## src/rtl/id_stage_pipe_pkg.sv

```systemverilog
// rtl/id_stage_pipe_pkg.sv - RV32I opcode/funct encodings and ALU op/sel enums for the ID stage
package id_stage_pipe_pkg;

    localparam logic [6:0] OPC_OP_IMM = 7'b0010011;
    localparam logic [6:0] OPC_OP     = 7'b0110011;
    localparam logic [6:0] OPC_LUI    = 7'b0110111;
    localparam logic [6:0] OPC_AUIPC  = 7'b0010111;
    localparam logic [6:0] OPC_LOAD   = 7'b0000011;
    localparam logic [6:0] OPC_STORE  = 7'b0100011;
    localparam logic [6:0] OPC_BRANCH = 7'b1100011;
    localparam logic [6:0] OPC_JAL    = 7'b1101111;
    localparam logic [6:0] OPC_JALR   = 7'b1100111;

    localparam logic [6:0] F7_BASE = 7'b0000000;
    localparam logic [6:0] F7_ALT  = 7'b0100000;

    localparam logic [2:0] F3_ADD  = 3'b000;
    localparam logic [2:0] F3_SLL  = 3'b001;
    localparam logic [2:0] F3_SLT  = 3'b010;
    localparam logic [2:0] F3_SLTU = 3'b011;
    localparam logic [2:0] F3_XOR  = 3'b100;
    localparam logic [2:0] F3_SR   = 3'b101;
    localparam logic [2:0] F3_OR   = 3'b110;
    localparam logic [2:0] F3_AND  = 3'b111;

    typedef enum logic [4:0] {
        ALU_NOP_OP, ALU_ADD, ALU_SUB, ALU_SLL, ALU_SLT, ALU_SLTU, ALU_XOR, ALU_SRL,
        ALU_SRA, ALU_OR, ALU_AND, ALU_LB, ALU_LH, ALU_LW, ALU_LBU, ALU_LHU,
        ALU_SB, ALU_SH, ALU_SW, ALU_BEQ, ALU_BNE, ALU_BLT, ALU_BGE, ALU_BLTU,
        ALU_BGEU, ALU_JAL, ALU_JALR
    } alu_op_e;

    typedef enum logic [2:0] {
        ALU_NOP_SEL, SEL_ARITH, SEL_LOGIC, SEL_SHIFT, SEL_MEM, SEL_BRANCH, SEL_JUMP
    } alu_sel_e;

    typedef enum logic [1:0] {SRC1_RS1, SRC1_PC, SRC1_ZERO} src1_e;

    function automatic logic is_load(alu_op_e op);
        return op inside {ALU_LB, ALU_LH, ALU_LW, ALU_LBU, ALU_LHU};
    endfunction

    function automatic alu_sel_e sel_of(alu_op_e op);
        case (op)
            ALU_ADD, ALU_SUB, ALU_SLT, ALU_SLTU:                   return SEL_ARITH;
            ALU_XOR, ALU_OR, ALU_AND:                              return SEL_LOGIC;
            ALU_SLL, ALU_SRL, ALU_SRA:                             return SEL_SHIFT;
            ALU_LB, ALU_LH, ALU_LW, ALU_LBU, ALU_LHU,
            ALU_SB, ALU_SH, ALU_SW:                                return SEL_MEM;
            ALU_BEQ, ALU_BNE, ALU_BLT, ALU_BGE, ALU_BLTU, ALU_BGEU: return SEL_BRANCH;
            ALU_JAL, ALU_JALR:                                     return SEL_JUMP;
            default:                                               return ALU_NOP_SEL;
        endcase
    endfunction

endpackage

```

## src/rtl/id_stage_pipe_if.sv

```systemverilog
// rtl/id_stage_pipe_if.sv - IF/ID input handshake and ID/EX register bundle
interface id_stage_pipe_if #(
    parameter int XLEN   = 32,
    parameter int REG_AW = 5
);
    import id_stage_pipe_pkg::*;

    logic              valid_IFID_i;
    logic              ready_IFID_o;
    logic [31:0]       inst_IFID_i;
    logic [XLEN-1:0]   pc_IFID_i;
    logic              flush_i;
    logic              valid_IDEX_o;
    logic              ready_IDEX_i;
    alu_op_e           aluop_IDEX_o;
    alu_sel_e          alusel_IDEX_o;
    logic [XLEN-1:0]   regdata1_IDEX_o;
    logic [XLEN-1:0]   regdata2_IDEX_o;
    logic [XLEN-1:0]   storedata_IDEX_o;
    logic [XLEN-1:0]   pc_IDEX_o;
    logic              wreg_IDEX_o;
    logic [REG_AW-1:0] waddr_IDEX_o;
    logic              illegal_IDEX_o;

    modport slave (
        input  valid_IFID_i, inst_IFID_i, pc_IFID_i, flush_i, ready_IDEX_i,
        output ready_IFID_o, valid_IDEX_o, aluop_IDEX_o, alusel_IDEX_o, regdata1_IDEX_o,
               regdata2_IDEX_o, storedata_IDEX_o, pc_IDEX_o, wreg_IDEX_o, waddr_IDEX_o,
               illegal_IDEX_o
    );

    modport master (
        output valid_IFID_i, inst_IFID_i, pc_IFID_i, flush_i, ready_IDEX_i,
        input  ready_IFID_o, valid_IDEX_o, aluop_IDEX_o, alusel_IDEX_o, regdata1_IDEX_o,
               regdata2_IDEX_o, storedata_IDEX_o, pc_IDEX_o, wreg_IDEX_o, waddr_IDEX_o,
               illegal_IDEX_o
    );

endinterface

```

## src/rtl/id_stage_pipe_imm_gen.sv

```systemverilog
// rtl/id_stage_pipe_imm_gen.sv - combinational RV32I immediate extraction, sign-extended to XLEN
module id_stage_pipe_imm_gen
    import id_stage_pipe_pkg::*;
#(
    parameter int XLEN = 32
) (
    input  logic [31:0]     inst,
    output logic [XLEN-1:0] imm
);

    logic [31:0] imm32;

    always_comb begin
        imm32 = '0;
        case (inst[6:0])
            OPC_OP_IMM, OPC_LOAD, OPC_JALR: imm32 = {{20{inst[31]}}, inst[31:20]};
            OPC_STORE:                      imm32 = {{20{inst[31]}}, inst[31:25], inst[11:7]};
            OPC_BRANCH: imm32 = {{19{inst[31]}}, inst[31], inst[7], inst[30:25], inst[11:8], 1'b0};
            OPC_LUI, OPC_AUIPC:             imm32 = {inst[31:12], 12'b0};
            OPC_JAL: imm32 = {{11{inst[31]}}, inst[31], inst[19:12], inst[20], inst[30:21], 1'b0};
            default:                        imm32 = '0;
        endcase
    end

    assign imm = XLEN'($signed(imm32));

endmodule

```

## src/rtl/id_stage_pipe.sv

```systemverilog
// rtl/id_stage_pipe.sv - registered RV32I decode with operand forwarding, load-use stall and ID/EX register
module id_stage_pipe
    import id_stage_pipe_pkg::*;
#(
    parameter int XLEN      = 32,
    parameter int REG_AW    = 5,
    parameter int FWD_PORTS = 2
) (
    input  logic                        clk,
    input  logic                        rst,
    id_stage_pipe_if.slave              pipe,
    output logic                        re1_REGFILE_o,
    output logic [REG_AW-1:0]           raddr1_REGFILE_o,
    input  logic [XLEN-1:0]             rdata1_REGFILE_i,
    output logic                        re2_REGFILE_o,
    output logic [REG_AW-1:0]           raddr2_REGFILE_o,
    input  logic [XLEN-1:0]             rdata2_REGFILE_i,
    input  logic [FWD_PORTS-1:0]        fwd_we_i,
    input  logic [FWD_PORTS*REG_AW-1:0] fwd_addr_i,
    input  logic [FWD_PORTS*XLEN-1:0]   fwd_data_i
);

    logic [31:0]       inst;
    logic [6:0]        opcode, funct7;
    logic [2:0]        funct3;
    logic [REG_AW-1:0] rd, rs1, rs2;
    logic [XLEN-1:0]   imm, rs1_val, rs2_val, op1, op2;

    alu_op_e d_op;
    src1_e   d_src1;
    logic    d_use1, d_use2, d_op2_imm, d_store, d_writes, d_illegal;
    logic    hazard, fire, update;

    alu_op_e           nxt_op;
    logic              nxt_valid, nxt_wreg, nxt_ill;
    logic [XLEN-1:0]   nxt_r1, nxt_r2, nxt_sd, nxt_pc;
    logic [REG_AW-1:0] nxt_waddr;

    assign inst   = pipe.inst_IFID_i;
    assign opcode = inst[6:0];
    assign funct3 = inst[14:12];
    assign funct7 = inst[31:25];
    assign rd     = REG_AW'(inst[11:7]);
    assign rs1    = REG_AW'(inst[19:15]);
    assign rs2    = REG_AW'(inst[24:20]);

    id_stage_pipe_imm_gen #(.XLEN(XLEN)) u_imm_gen (.inst(inst), .imm(imm));

    always_comb begin
        d_op      = ALU_NOP_OP;
        d_src1    = SRC1_RS1;
        d_use1    = 1'b0;
        d_use2    = 1'b0;
        d_op2_imm = 1'b1;
        d_store   = 1'b0;
        d_writes  = 1'b0;
        d_illegal = 1'b0;
        case (opcode)
            OPC_OP_IMM: begin
                d_use1   = 1'b1;
                d_writes = 1'b1;
                case (funct3)
                    F3_ADD:  d_op = ALU_ADD;
                    F3_SLT:  d_op = ALU_SLT;
                    F3_SLTU: d_op = ALU_SLTU;
                    F3_XOR:  d_op = ALU_XOR;
                    F3_OR:   d_op = ALU_OR;
                    F3_AND:  d_op = ALU_AND;
                    F3_SLL:  if (funct7 == F7_BASE) d_op = ALU_SLL; else d_illegal = 1'b1;
                    default: begin
                        if (funct7 == F7_BASE)     d_op = ALU_SRL;
                        else if (funct7 == F7_ALT) d_op = ALU_SRA;
                        else                       d_illegal = 1'b1;
                    end
                endcase
            end
            OPC_OP: begin
                d_use1    = 1'b1;
                d_use2    = 1'b1;
                d_op2_imm = 1'b0;
                d_writes  = 1'b1;
                case ({funct7, funct3})
                    {F7_BASE, F3_ADD}:  d_op = ALU_ADD;
                    {F7_ALT,  F3_ADD}:  d_op = ALU_SUB;
                    {F7_BASE, F3_SLL}:  d_op = ALU_SLL;
                    {F7_BASE, F3_SLT}:  d_op = ALU_SLT;
                    {F7_BASE, F3_SLTU}: d_op = ALU_SLTU;
                    {F7_BASE, F3_XOR}:  d_op = ALU_XOR;
                    {F7_BASE, F3_SR}:   d_op = ALU_SRL;
                    {F7_ALT,  F3_SR}:   d_op = ALU_SRA;
                    {F7_BASE, F3_OR}:   d_op = ALU_OR;
                    {F7_BASE, F3_AND}:  d_op = ALU_AND;
                    default:            d_illegal = 1'b1;
                endcase
            end
            OPC_LUI: begin
                d_op     = ALU_ADD;
                d_src1   = SRC1_ZERO;
                d_writes = 1'b1;
            end
            OPC_AUIPC: begin
                d_op     = ALU_ADD;
                d_src1   = SRC1_PC;
                d_writes = 1'b1;
            end
            OPC_LOAD: begin
                d_use1   = 1'b1;
                d_writes = 1'b1;
                case (funct3)
                    3'b000:  d_op = ALU_LB;
                    3'b001:  d_op = ALU_LH;
                    3'b010:  d_op = ALU_LW;
                    3'b100:  d_op = ALU_LBU;
                    3'b101:  d_op = ALU_LHU;
                    default: d_illegal = 1'b1;
                endcase
            end
            OPC_STORE: begin
                d_use1  = 1'b1;
                d_use2  = 1'b1;
                d_store = 1'b1;
                case (funct3)
                    3'b000:  d_op = ALU_SB;
                    3'b001:  d_op = ALU_SH;
                    3'b010:  d_op = ALU_SW;
                    default: d_illegal = 1'b1;
                endcase
            end
            OPC_BRANCH: begin
                // rs2 travels on the store-data lane so operand 2 can carry the branch offset
                d_use1  = 1'b1;
                d_use2  = 1'b1;
                d_store = 1'b1;
                case (funct3)
                    3'b000:  d_op = ALU_BEQ;
                    3'b001:  d_op = ALU_BNE;
                    3'b100:  d_op = ALU_BLT;
                    3'b101:  d_op = ALU_BGE;
                    3'b110:  d_op = ALU_BLTU;
                    3'b111:  d_op = ALU_BGEU;
                    default: d_illegal = 1'b1;
                endcase
            end
            OPC_JAL: begin
                d_op     = ALU_JAL;
                d_src1   = SRC1_PC;
                d_writes = 1'b1;
            end
            OPC_JALR: begin
                d_use1   = 1'b1;
                d_writes = 1'b1;
                if (funct3 == 3'b000) d_op = ALU_JALR; else d_illegal = 1'b1;
            end
            default: d_illegal = 1'b1;
        endcase
        if (d_illegal) begin
            d_op     = ALU_NOP_OP;
            d_src1   = SRC1_ZERO;
            d_use1   = 1'b0;
            d_use2   = 1'b0;
            d_store  = 1'b0;
            d_writes = 1'b0;
        end
    end

    // Descending scan so the lowest (youngest) matching port is applied last and wins.
    always_comb begin
        rs1_val = rdata1_REGFILE_i;
        rs2_val = rdata2_REGFILE_i;
        for (int i = FWD_PORTS - 1; i >= 0; i--) begin
            if (fwd_we_i[i] && fwd_addr_i[i*REG_AW +: REG_AW] == rs1) rs1_val = fwd_data_i[i*XLEN +: XLEN];
            if (fwd_we_i[i] && fwd_addr_i[i*REG_AW +: REG_AW] == rs2) rs2_val = fwd_data_i[i*XLEN +: XLEN];
        end
        if (rs1 == '0) rs1_val = '0;
        if (rs2 == '0) rs2_val = '0;
    end

    always_comb begin
        case (d_src1)
            SRC1_PC:   op1 = pipe.pc_IFID_i;
            SRC1_ZERO: op1 = '0;
            default:   op1 = rs1_val;
        endcase
        op2 = d_op2_imm ? imm : rs2_val;
        if (d_illegal) op2 = '0;
    end

    assign hazard = pipe.valid_IDEX_o && is_load(pipe.aluop_IDEX_o) && (pipe.waddr_IDEX_o != '0)
                    && ((d_use1 && rs1 == pipe.waddr_IDEX_o) || (d_use2 && rs2 == pipe.waddr_IDEX_o));

    assign pipe.ready_IFID_o = (!pipe.valid_IDEX_o || pipe.ready_IDEX_i) && !hazard && !pipe.flush_i;
    assign fire              = pipe.valid_IFID_i && pipe.ready_IFID_o;
    assign update            = pipe.flush_i || !pipe.valid_IDEX_o || pipe.ready_IDEX_i;

    assign re1_REGFILE_o    = !rst && pipe.valid_IFID_i && d_use1;
    assign re2_REGFILE_o    = !rst && pipe.valid_IFID_i && d_use2;
    assign raddr1_REGFILE_o = rs1;
    assign raddr2_REGFILE_o = rs2;

    always_comb begin
        nxt_valid = 1'b0;
        nxt_op    = ALU_NOP_OP;
        nxt_r1    = '0;
        nxt_r2    = '0;
        nxt_sd    = '0;
        nxt_pc    = '0;
        nxt_wreg  = 1'b0;
        nxt_waddr = '0;
        nxt_ill   = 1'b0;
        if (fire) begin
            nxt_valid = 1'b1;
            nxt_op    = d_op;
            nxt_r1    = op1;
            nxt_r2    = op2;
            nxt_sd    = d_store ? rs2_val : '0;
            nxt_pc    = pipe.pc_IFID_i;
            nxt_wreg  = d_writes && (rd != '0);
            nxt_waddr = nxt_wreg ? rd : '0;
            nxt_ill   = d_illegal;
        end
    end

    always_ff @(posedge clk or posedge rst) begin
        if (rst) begin
            pipe.valid_IDEX_o     <= 1'b0;
            pipe.aluop_IDEX_o     <= ALU_NOP_OP;
            pipe.alusel_IDEX_o    <= ALU_NOP_SEL;
            pipe.regdata1_IDEX_o  <= '0;
            pipe.regdata2_IDEX_o  <= '0;
            pipe.storedata_IDEX_o <= '0;
            pipe.pc_IDEX_o        <= '0;
            pipe.wreg_IDEX_o      <= 1'b0;
            pipe.waddr_IDEX_o     <= '0;
            pipe.illegal_IDEX_o   <= 1'b0;
        end else if (update) begin
            pipe.valid_IDEX_o     <= nxt_valid;
            pipe.aluop_IDEX_o     <= nxt_op;
            pipe.alusel_IDEX_o    <= sel_of(nxt_op);
            pipe.regdata1_IDEX_o  <= nxt_r1;
            pipe.regdata2_IDEX_o  <= nxt_r2;
            pipe.storedata_IDEX_o <= nxt_sd;
            pipe.pc_IDEX_o        <= nxt_pc;
            pipe.wreg_IDEX_o      <= nxt_wreg;
            pipe.waddr_IDEX_o     <= nxt_waddr;
            pipe.illegal_IDEX_o   <= nxt_ill;
        end
    end

endmodule

```

## src/flat_wrapper.sv

```systemverilog
// flat-port wrapper written by rule: the top's interface ports become plain ports
module id_stage_pipe_flat import id_stage_pipe_pkg::*;
#(
    parameter int XLEN      = 32,
    parameter int REG_AW    = 5,
    parameter int FWD_PORTS = 2
)
  (clk, rst, re1_REGFILE_o, raddr1_REGFILE_o, rdata1_REGFILE_i, re2_REGFILE_o, raddr2_REGFILE_o, rdata2_REGFILE_i, fwd_we_i, fwd_addr_i, fwd_data_i, pipe_valid_IFID_i, pipe_inst_IFID_i, pipe_pc_IFID_i, pipe_flush_i, pipe_ready_IDEX_i, pipe_ready_IFID_o, pipe_valid_IDEX_o, pipe_aluop_IDEX_o, pipe_alusel_IDEX_o, pipe_regdata1_IDEX_o, pipe_regdata2_IDEX_o, pipe_storedata_IDEX_o, pipe_pc_IDEX_o, pipe_wreg_IDEX_o, pipe_waddr_IDEX_o, pipe_illegal_IDEX_o);
  id_stage_pipe_if #(.XLEN(XLEN), .REG_AW(REG_AW)) pipe_i ();
  input  logic clk;
  input  logic rst;
  output logic re1_REGFILE_o;
  output logic [REG_AW-1:0] raddr1_REGFILE_o;
  input  logic [XLEN-1:0] rdata1_REGFILE_i;
  output logic re2_REGFILE_o;
  output logic [REG_AW-1:0] raddr2_REGFILE_o;
  input  logic [XLEN-1:0] rdata2_REGFILE_i;
  input  logic [FWD_PORTS-1:0] fwd_we_i;
  input  logic [FWD_PORTS*REG_AW-1:0] fwd_addr_i;
  input  logic [FWD_PORTS*XLEN-1:0] fwd_data_i;
  input wire logic [$bits(pipe_i.valid_IFID_i)-1:0] pipe_valid_IFID_i;
  input wire logic [$bits(pipe_i.inst_IFID_i)-1:0] pipe_inst_IFID_i;
  input wire logic [$bits(pipe_i.pc_IFID_i)-1:0] pipe_pc_IFID_i;
  input wire logic [$bits(pipe_i.flush_i)-1:0] pipe_flush_i;
  input wire logic [$bits(pipe_i.ready_IDEX_i)-1:0] pipe_ready_IDEX_i;
  output wire logic [$bits(pipe_i.ready_IFID_o)-1:0] pipe_ready_IFID_o;
  output wire logic [$bits(pipe_i.valid_IDEX_o)-1:0] pipe_valid_IDEX_o;
  output wire logic [$bits(pipe_i.aluop_IDEX_o)-1:0] pipe_aluop_IDEX_o;
  output wire logic [$bits(pipe_i.alusel_IDEX_o)-1:0] pipe_alusel_IDEX_o;
  output wire logic [$bits(pipe_i.regdata1_IDEX_o)-1:0] pipe_regdata1_IDEX_o;
  output wire logic [$bits(pipe_i.regdata2_IDEX_o)-1:0] pipe_regdata2_IDEX_o;
  output wire logic [$bits(pipe_i.storedata_IDEX_o)-1:0] pipe_storedata_IDEX_o;
  output wire logic [$bits(pipe_i.pc_IDEX_o)-1:0] pipe_pc_IDEX_o;
  output wire logic [$bits(pipe_i.wreg_IDEX_o)-1:0] pipe_wreg_IDEX_o;
  output wire logic [$bits(pipe_i.waddr_IDEX_o)-1:0] pipe_waddr_IDEX_o;
  output wire logic [$bits(pipe_i.illegal_IDEX_o)-1:0] pipe_illegal_IDEX_o;
  assign pipe_i.valid_IFID_i = pipe_valid_IFID_i;
  assign pipe_i.inst_IFID_i = pipe_inst_IFID_i;
  assign pipe_i.pc_IFID_i = pipe_pc_IFID_i;
  assign pipe_i.flush_i = pipe_flush_i;
  assign pipe_i.ready_IDEX_i = pipe_ready_IDEX_i;
  assign pipe_ready_IFID_o = pipe_i.ready_IFID_o;
  assign pipe_valid_IDEX_o = pipe_i.valid_IDEX_o;
  assign pipe_aluop_IDEX_o = pipe_i.aluop_IDEX_o;
  assign pipe_alusel_IDEX_o = pipe_i.alusel_IDEX_o;
  assign pipe_regdata1_IDEX_o = pipe_i.regdata1_IDEX_o;
  assign pipe_regdata2_IDEX_o = pipe_i.regdata2_IDEX_o;
  assign pipe_storedata_IDEX_o = pipe_i.storedata_IDEX_o;
  assign pipe_pc_IDEX_o = pipe_i.pc_IDEX_o;
  assign pipe_wreg_IDEX_o = pipe_i.wreg_IDEX_o;
  assign pipe_waddr_IDEX_o = pipe_i.waddr_IDEX_o;
  assign pipe_illegal_IDEX_o = pipe_i.illegal_IDEX_o;
  id_stage_pipe #(.XLEN(XLEN), .REG_AW(REG_AW), .FWD_PORTS(FWD_PORTS)) u_core (.clk(clk), .rst(rst), .pipe(pipe_i), .re1_REGFILE_o(re1_REGFILE_o), .raddr1_REGFILE_o(raddr1_REGFILE_o), .rdata1_REGFILE_i(rdata1_REGFILE_i), .re2_REGFILE_o(re2_REGFILE_o), .raddr2_REGFILE_o(raddr2_REGFILE_o), .rdata2_REGFILE_i(rdata2_REGFILE_i), .fwd_we_i(fwd_we_i), .fwd_addr_i(fwd_addr_i), .fwd_data_i(fwd_data_i));
endmodule
```

## config.mk

```make
export PLATFORM = sky130hd
export DESIGN_NAME = id_stage_pipe_flat
export DESIGN_NICKNAME = d
export VERILOG_FILES = /design/src/rtl/id_stage_pipe_pkg.sv /design/src/rtl/id_stage_pipe_if.sv /design/src/rtl/id_stage_pipe_imm_gen.sv /design/src/rtl/id_stage_pipe.sv /design/src/flat_wrapper.sv
export SDC_FILE = /design/constraint.sdc
export NUM_CORES = 1
export LEC_CHECK = 0
export BUFFER_PORTS_ARGS = -buffer_cell sky130_fd_sc_hd__buf_4
export CORE_UTILIZATION = 40
export DETAILED_ROUTE_END_ITERATION = 6
export PLACE_DENSITY = 0.69
export SYNTH_ARGS = -nofsm -noshare
export SYNTH_HDL_FRONTEND = slang
export SYNTH_SLANG_ARGS = --single-unit
```

## constraint.sdc

```tcl
create_clock -name clk -period 7.4 [get_ports clk]
set_clock_uncertainty 0.1 [all_clocks]
set_input_delay 0.37 -clock clk [delete_from_list [all_inputs] [get_ports clk]]
set_output_delay 0.37 -clock clk [all_outputs]
set_load 0.1 [all_outputs]
```

* After elaboration in Yosys (flattened, before gate mapping)
Memories as Yosys holds them, arrays and structs flattened. A register that Yosys moved wholly into a read port is not among the register bits.
Index checks and enable logic that the tools add are counted.
** Storage, ports and cells
- Logic and storage cells :: 146
- Flip-flop bits (word level) :: 141
- Memories :: 1
- Bits of input ports :: 209
- Output and inout port bits :: 157
- Memory bits (read-only) :: 96
** Memories
- (no name shown) :: depth 32, bits a word 3, rd ports 1, clocked after Yosys merged registers in 1, write ports 0, line id_stage_pipe_pkg.sv:44 : case (op)
** Cells by class
- Eq/ne operators :: 39
- Multiplexer cells :: 52
- Reductions and logical operators :: 45
** Operators with widths (count)
- $mux 32 :: 13
- $pmux 32 s5 :: 1
- $pmux 32 s2 :: 1
- $eq 10x3->1 const B :: 4
- $pmux 4 s10 :: 1
- $pmux 5 s8 :: 1
- $pmux 5 s7 :: 1
- $eq 5x5->1 :: 6
- $mux 5 :: 6
- $pmux 5 s6 :: 1
- $eq 7x6->1 const B :: 4
- $eq 5x4->1 const B :: 5
- $eq 7x7->1 const B :: 3
- $eq 10x2->1 const B :: 2
- $eq 10x9->1 const B :: 2
- $pmux 4 s5 :: 1
- $mux 1 :: 19
- $reduce_or 6->1 :: 3
- $logic_and 1x1->1 :: 16
- $pmux 5 s3 :: 1
- $reduce_bool 5->1 :: 3
- $eq 7x5->1 const B :: 2
- $eq 3x3->1 const B :: 4
- $reduce_or 3->1 :: 4
- other kinds (21) :: 32

* Logic depth before layout (Yosys ltp)
- Depth after elaboration :: 14
- Mapped depth :: 15
- Gate-level depth less buffers :: 13

* By module
From an unflattened synthesis, not the netlist that was laid out.
** Unflattened totals
- Cells, all modules :: 1064
- Area total of the unflattened synthesis :: 9222.6 sq um
** Modules (own cells, without submodules)
- id_stage_pipe :: cells each 985, instances 1, area each 8675.8 sq um, sequential area each 3603.5 sq um
- id_stage_pipe_imm_gen :: cells each 79, instances 1, area each 546.8 sq um, sequential area each 0.0 sq um

* Worst setup path after synthesis
No wires, ideal clock.
- Kind :: reg2reg
- Start :: register u_core.pipe.waddr_IDEX_o[0]
- End :: register u_core.pipe.alusel_IDEX_o[1]
- Arrival time :: 3.773 ns
- Library setup time :: 0.141 ns
- Stages on the path, launching flop included :: 13
- Clock period less this slack :: 4.014 ns
- Setup slack :: 3.386 ns
- Buffers on the path :: 2
- Cells stage by stage :: dfrtp_1 -> or4_1 -> o21ai_0 -> o21ba_2 -> or3_1 -> buf_2 -> buf_1 -> a31oi_1 -> inv_1 -> ha_1 -> or4_1 -> a32oi_1 -> o41ai_1
** On the way
- Longest elaborated chain between the ends :: 9
- Elaborated cells on any way between the ends :: 13
** RTL lines
- start: declaration :: line id_stage_pipe_if.sv:28 : regdata2_IDEX_o, storedata_IDEX_o, pc_IDEX_o, wreg_IDEX_o, waddr_IDEX_o,
- start signal: assignment :: line id_stage_pipe.sv:244 : pipe.waddr_IDEX_o <= nxt_waddr;
- $eq 5x5->1 :: line id_stage_pipe.sv:189 : && ((d_use1 && rs1 == pipe.waddr_IDEX_o) || (d_use2 && rs2 == pipe.waddr_IDEX_o));
- $logic_and 1x1->1 :: line id_stage_pipe.sv:189
- $logic_or 1x1->1 :: line id_stage_pipe.sv:189
- $logic_and 1x1->1 * :: line id_stage_pipe.sv:189
- $logic_not 1->1 * :: line id_stage_pipe.sv:191 : assign pipe.ready_IFID_o = (!pipe.valid_IDEX_o || pipe.ready_IDEX_i) && !hazard && !pipe.flush_i;
- $logic_and 1x1->1 * (2 in series) :: line id_stage_pipe.sv:191
- $logic_and 1x1->1 * :: line id_stage_pipe.sv:192 : assign fire = pipe.valid_IFID_i && pipe.ready_IFID_o;
- $mux 5 * :: line id_stage_pipe.sv:210 : if (fire) begin
- named net u_core.nxt_op[0] :: line id_stage_pipe.sv:34 : alu_op_e nxt_op;
- end: declaration :: line id_stage_pipe_if.sv:27 : output ready_IFID_o, valid_IDEX_o, aluop_IDEX_o, alusel_IDEX_o, regdata1_IDEX_o,
The timed path passes the listed nets; every way through them passes the cells marked *.
A chain may end at the register's enable or synchronous reset.

* Worst setup path after layout
Ends and elaborated chain as after synthesis.

==> impl_metrics.ini <==
[sta]
clock.fmax_mhz = 263
hold_violations = 0
setup_tns_ns = 0
fin_crit_ns = 3.80
rsz0062_at_grt = no
worstMarginPinSlew_ns = 1.14
slew_viol_final = 0
fin_crit_sh_pct = 51.3
setup_viol = 0
slew_headroom_pct = 23.5

[placed_design]
hpwlAfterDp_um = 26300
io_buffers = 365
routabilityCongestion = 0.923

[worst_setup_path]
max_stage_delay_ns = 0.54
slowest_stage = or4_1
crit_family = simple AND/OR/NAND/NOR gates
reg2reg_to = u_core.pipe.alusel_IDEX_o[1]$_DFFE_PP0P_
end_kind = register
r2r_cells = 11
timing.rr.start = u_core.pipe.waddr_IDEX_o[0]$_DFFE_PP0P_
cp.arrival_ns = 3.98
path_max_fanout = 34
crit_chain = or4_1 > o21ai_0 > o21ba_2 > or3_1 > buf_4 > a31oi_1 > inv_1 > ha_1 > or4_1 > a32oi_1 > o41ai_1
required_ns = 7.58
setup.worst_path.class = register to register
worst_setup_path_start_kind = register
path_buf_inv = 2
r2r_slack_ns = 3.60
startpoint = u_core.pipe.waddr_IDEX_o[0]$_DFFE_PP0P_
cpMostUsedCell = or4_1

[pwr]
pwr-share-comb_pct = 19.1
p_leak_nw = 5.64
seqPwrFrac_pct = 38.7
netSwitchingPower_mw = 0.631
irDropWorstVdd_v = 0.000146
power.total_mw = 2.08
p_clk_share_pct = 42.2
intPower_mw = 1.45
swShare_pct = 30.3
powerDensity_mw_per_mm2 = 174

[yosys]
yosysMostFrequentCell = dfrtp_1
ys_warn_count = 0
postSynthCellCount = 947
ys.flop_type = dfrtp_1
async_flop_share_pct = 100
synth.distinct_cells = 64
synth-edff-count = 0
synth_top_area_cell = dfrtp_1
synthTopCellsByCount = dfrtp_1 (144), nand2_1 (137), o21ai_0 (79)
ys_seq_area_share_pct = 42.2
syn-cell-area_mm2 = 0.00853
synth.top_cell.area_share_pct = 42.2
avgSynthCellArea_um2 = 9.01
syn_nets = 1160
ys_ff_latch = 144
synthTopCellsByArea = dfrtp_1 (42%), mux2i_1 (8.1%), nand2_1 (6.0%)

[clock_network]
cts_resized = 0
clk_pin_slew_worst_paths_ns = 0.07
htree_levels = 4
clkLatencyLatePin_ns = 0.42
root_buffer = clkbuf_16
cts_buffer_depth = 2
postCtsSetupRepairBufs = 0
numClockSinks = 144
cts_buffers = 17
cts_tree = built

[routing]
dr.pass1.iters = 7
ant_nets = 0
drtIter0Drc = 664
post-route-drc-count = 2
wl_per_cell_um = 22.6
dr_total_vias = 8777
wl_um = 34800
viasPerCell = 5.70

[global_route]
grt_pass1_vias = 8697
overflow = 0
grt_max_degree = 97
grt_usage_pct = 31.7
antenna_found_initial = 1
grt_pass1_wl_um = 52300

[die]
num_io_pins = 366
core-area_mm2 = 0.0210
die_y_um = 148
initial_core_util_pct = 40.7
rows = 53
die_w_um = 148
dieArea_mm2 = 0.0219

[finish]
nNetsFinal = 1465
area.growth.synth_to_final_pct = 39.9
drive_gt1_share_pct = 33.9

[min_path]
worstHoldEndpoint = u_core.pipe.pc_IDEX_o[21]$_DFFE_PP0P_
min_from = pipe_pc_IFID_i[21]
hold_depth = 2
hp-class = input pin to register

[job]
maxCapViolations = 0

[run_status]
status = finished with violations
failed_checks = DRC
## routing by layer
layer | wire (um) | GRT usage (%) | vias to the layer above | part of all wire (%)
met4 | 1120 | 12.4 | 0 | 3.2
met3 | 2710 | 7.38 | 60 | 7.8
met2 | 16600 | 50.0 | 400 | 48
met5 | 0 | 0 | - | 0
li1 | - | - | 4072 | -
met1 | 14400 | 42.1 | 4245 | 41
## stage by stage
step | hold slack (ns) | instance area [um^2] | std cells | utilization, % | worst slack (ns)
4_1_cts | 0.0576 | 11900 | 1540 | 57.0 | 3.62
3_3_place_gp | 0.362 | 11300 | 1507 | 54.1 | 3.30
6_report | 0.0730 | 11900 | 1541 | 57.0 | 3.60
3_5_place_dp | 0.371 | 11300 | 1507 | 54.1 | 3.22
2_1_floorplan | 0.403 | 8530 | 947 | - | 3.06
5_1_grt | 0.0587 | 11900 | 1541 | 57.0 | 3.40
## worst reg2reg max path: stages, from the launching register on
cell and delay, ns:
dfrtp_1 0.45, or4_1 0.54, o21ai_0 0.25, o21ba_2 0.25, or3_1 0.35, buf_4 0.25, a31oi_1 0.26, inv_1 0.12
ha_1 0.29, or4_1 0.51, a32oi_1 0.20, o41ai_1 0.09
## worst max path at each step
stage                                                to  slack, ns  cells after the start
2_1_floorplan   u_core.pipe.aluop_IDEX_o[0]$_DFFE_PP0P_       3.06                      1
3_5_place_dp   u_core.pipe.alusel_IDEX_o[1]$_DFFE_PP0P_       3.22                     13
5_1_grt        u_core.pipe.alusel_IDEX_o[1]$_DFFE_PP0P_       3.40                     11
3_3_place_gp   u_core.pipe.alusel_IDEX_o[1]$_DFFE_PP0P_       3.30                     13
6_report       u_core.pipe.alusel_IDEX_o[1]$_DFFE_PP0P_       3.60                     11
4_1_cts        u_core.pipe.alusel_IDEX_o[1]$_DFFE_PP0P_       3.62                     11
## layout make-up
type,instances,area [um^2]
clock buffers,19,443
clock inverters,13,155
repair buffers,379,2850
inverters,8,35.0
multi-input cells,702,4510
flip-flops and latches,144,3600
diodes,1,2.50
fillers,1924,9010
well taps,275,344
## power groups by stage
stage / clock network [mW] / logic (mW) / registers, mW
after CTS: 0.891 / 0.396 / 0.804
final: 0.879 / 0.397 / 0.805
after global routing: 0.924 / 0.420 / 0.805
after detailed placement: 0 / 0.395 / 0.818
after global placement: 0 / 0.393 / 0.819
after floorplan: 0 / 0.147 / 0.897
## logic make-up (layout without fill, tap and decap cells)
family / Yosys count / after routing / synth area share, %
AO/OA/AOI/OAI: 322 / 322 / 25.6
XOR/XNOR: 34 / 34 / 3.49
adder cells (fa/ha/maj): 4 / 4 / 0.587
buffers and inverters: 101 / 419 / 5.19
flip-flops: 144 / 144 / 42.2
multiplexers: 70 / 70 / 8.27
other: 0 / 1 / 0
AND/OR/NAND/NOR: 272 / 272 / 14.7
## sequential cells by signal (all words and copies together) (netlist names)
signal                        cells
u_core.pipe.pc_IDEX_o            32
u_core.pipe.regdata1_IDEX_o      32
u_core.pipe.regdata2_IDEX_o      32
u_core.pipe.storedata_IDEX_o     32
u_core.pipe.aluop_IDEX_o          5
u_core.pipe.waddr_IDEX_o          5
u_core.pipe.alusel_IDEX_o         3
u_core.pipe.illegal_IDEX_o        1
u_core.pipe.valid_IDEX_o          1
u_core.pipe.wreg_IDEX_o           1
## cell usage in the layout (no fill, tap or decap), drive strengths merged, types with 3 or more instances in the layout
cell | netlist | layout
a21o | 13 | 13
nor3 | 12 | 12
xor2 | 22 | 22
o211ai | 33 | 33
mux2i | 69 | 69
nor2b | 9 | 9
nand2b | 4 | 4
o2111ai | 3 | 3
or4 | 4 | 4
a22o | 38 | 38
nand4b | 3 | 3
nor2 | 56 | 56
xnor2 | 12 | 12
a211oi | 40 | 40
clkbuf | 66 | 19
or2 | 5 | 5
nand3 | 10 | 10
a31oi | 3 | 3
dfrtp | 144 | 144
ha | 4 | 4
or3 | 6 | 6
nor4 | 9 | 9
a21oi | 61 | 61
buf | 27 | 378
inv | 8 | 11
clkinv | 0 | 8
a221o | 6 | 6
o221ai | 17 | 17
and2 | 3 | 3
a22oi | 6 | 6
o21ai | 82 | 82
nand2 | 137 | 137
## timing repair
item | in CTS | in global routing
endpoints found under the hold margin | 26 | 0
hold buffers | 1 | 0
setup endpoints to repair | 0 | 0
No activity file was read; power rests on OpenSTA's default activity.
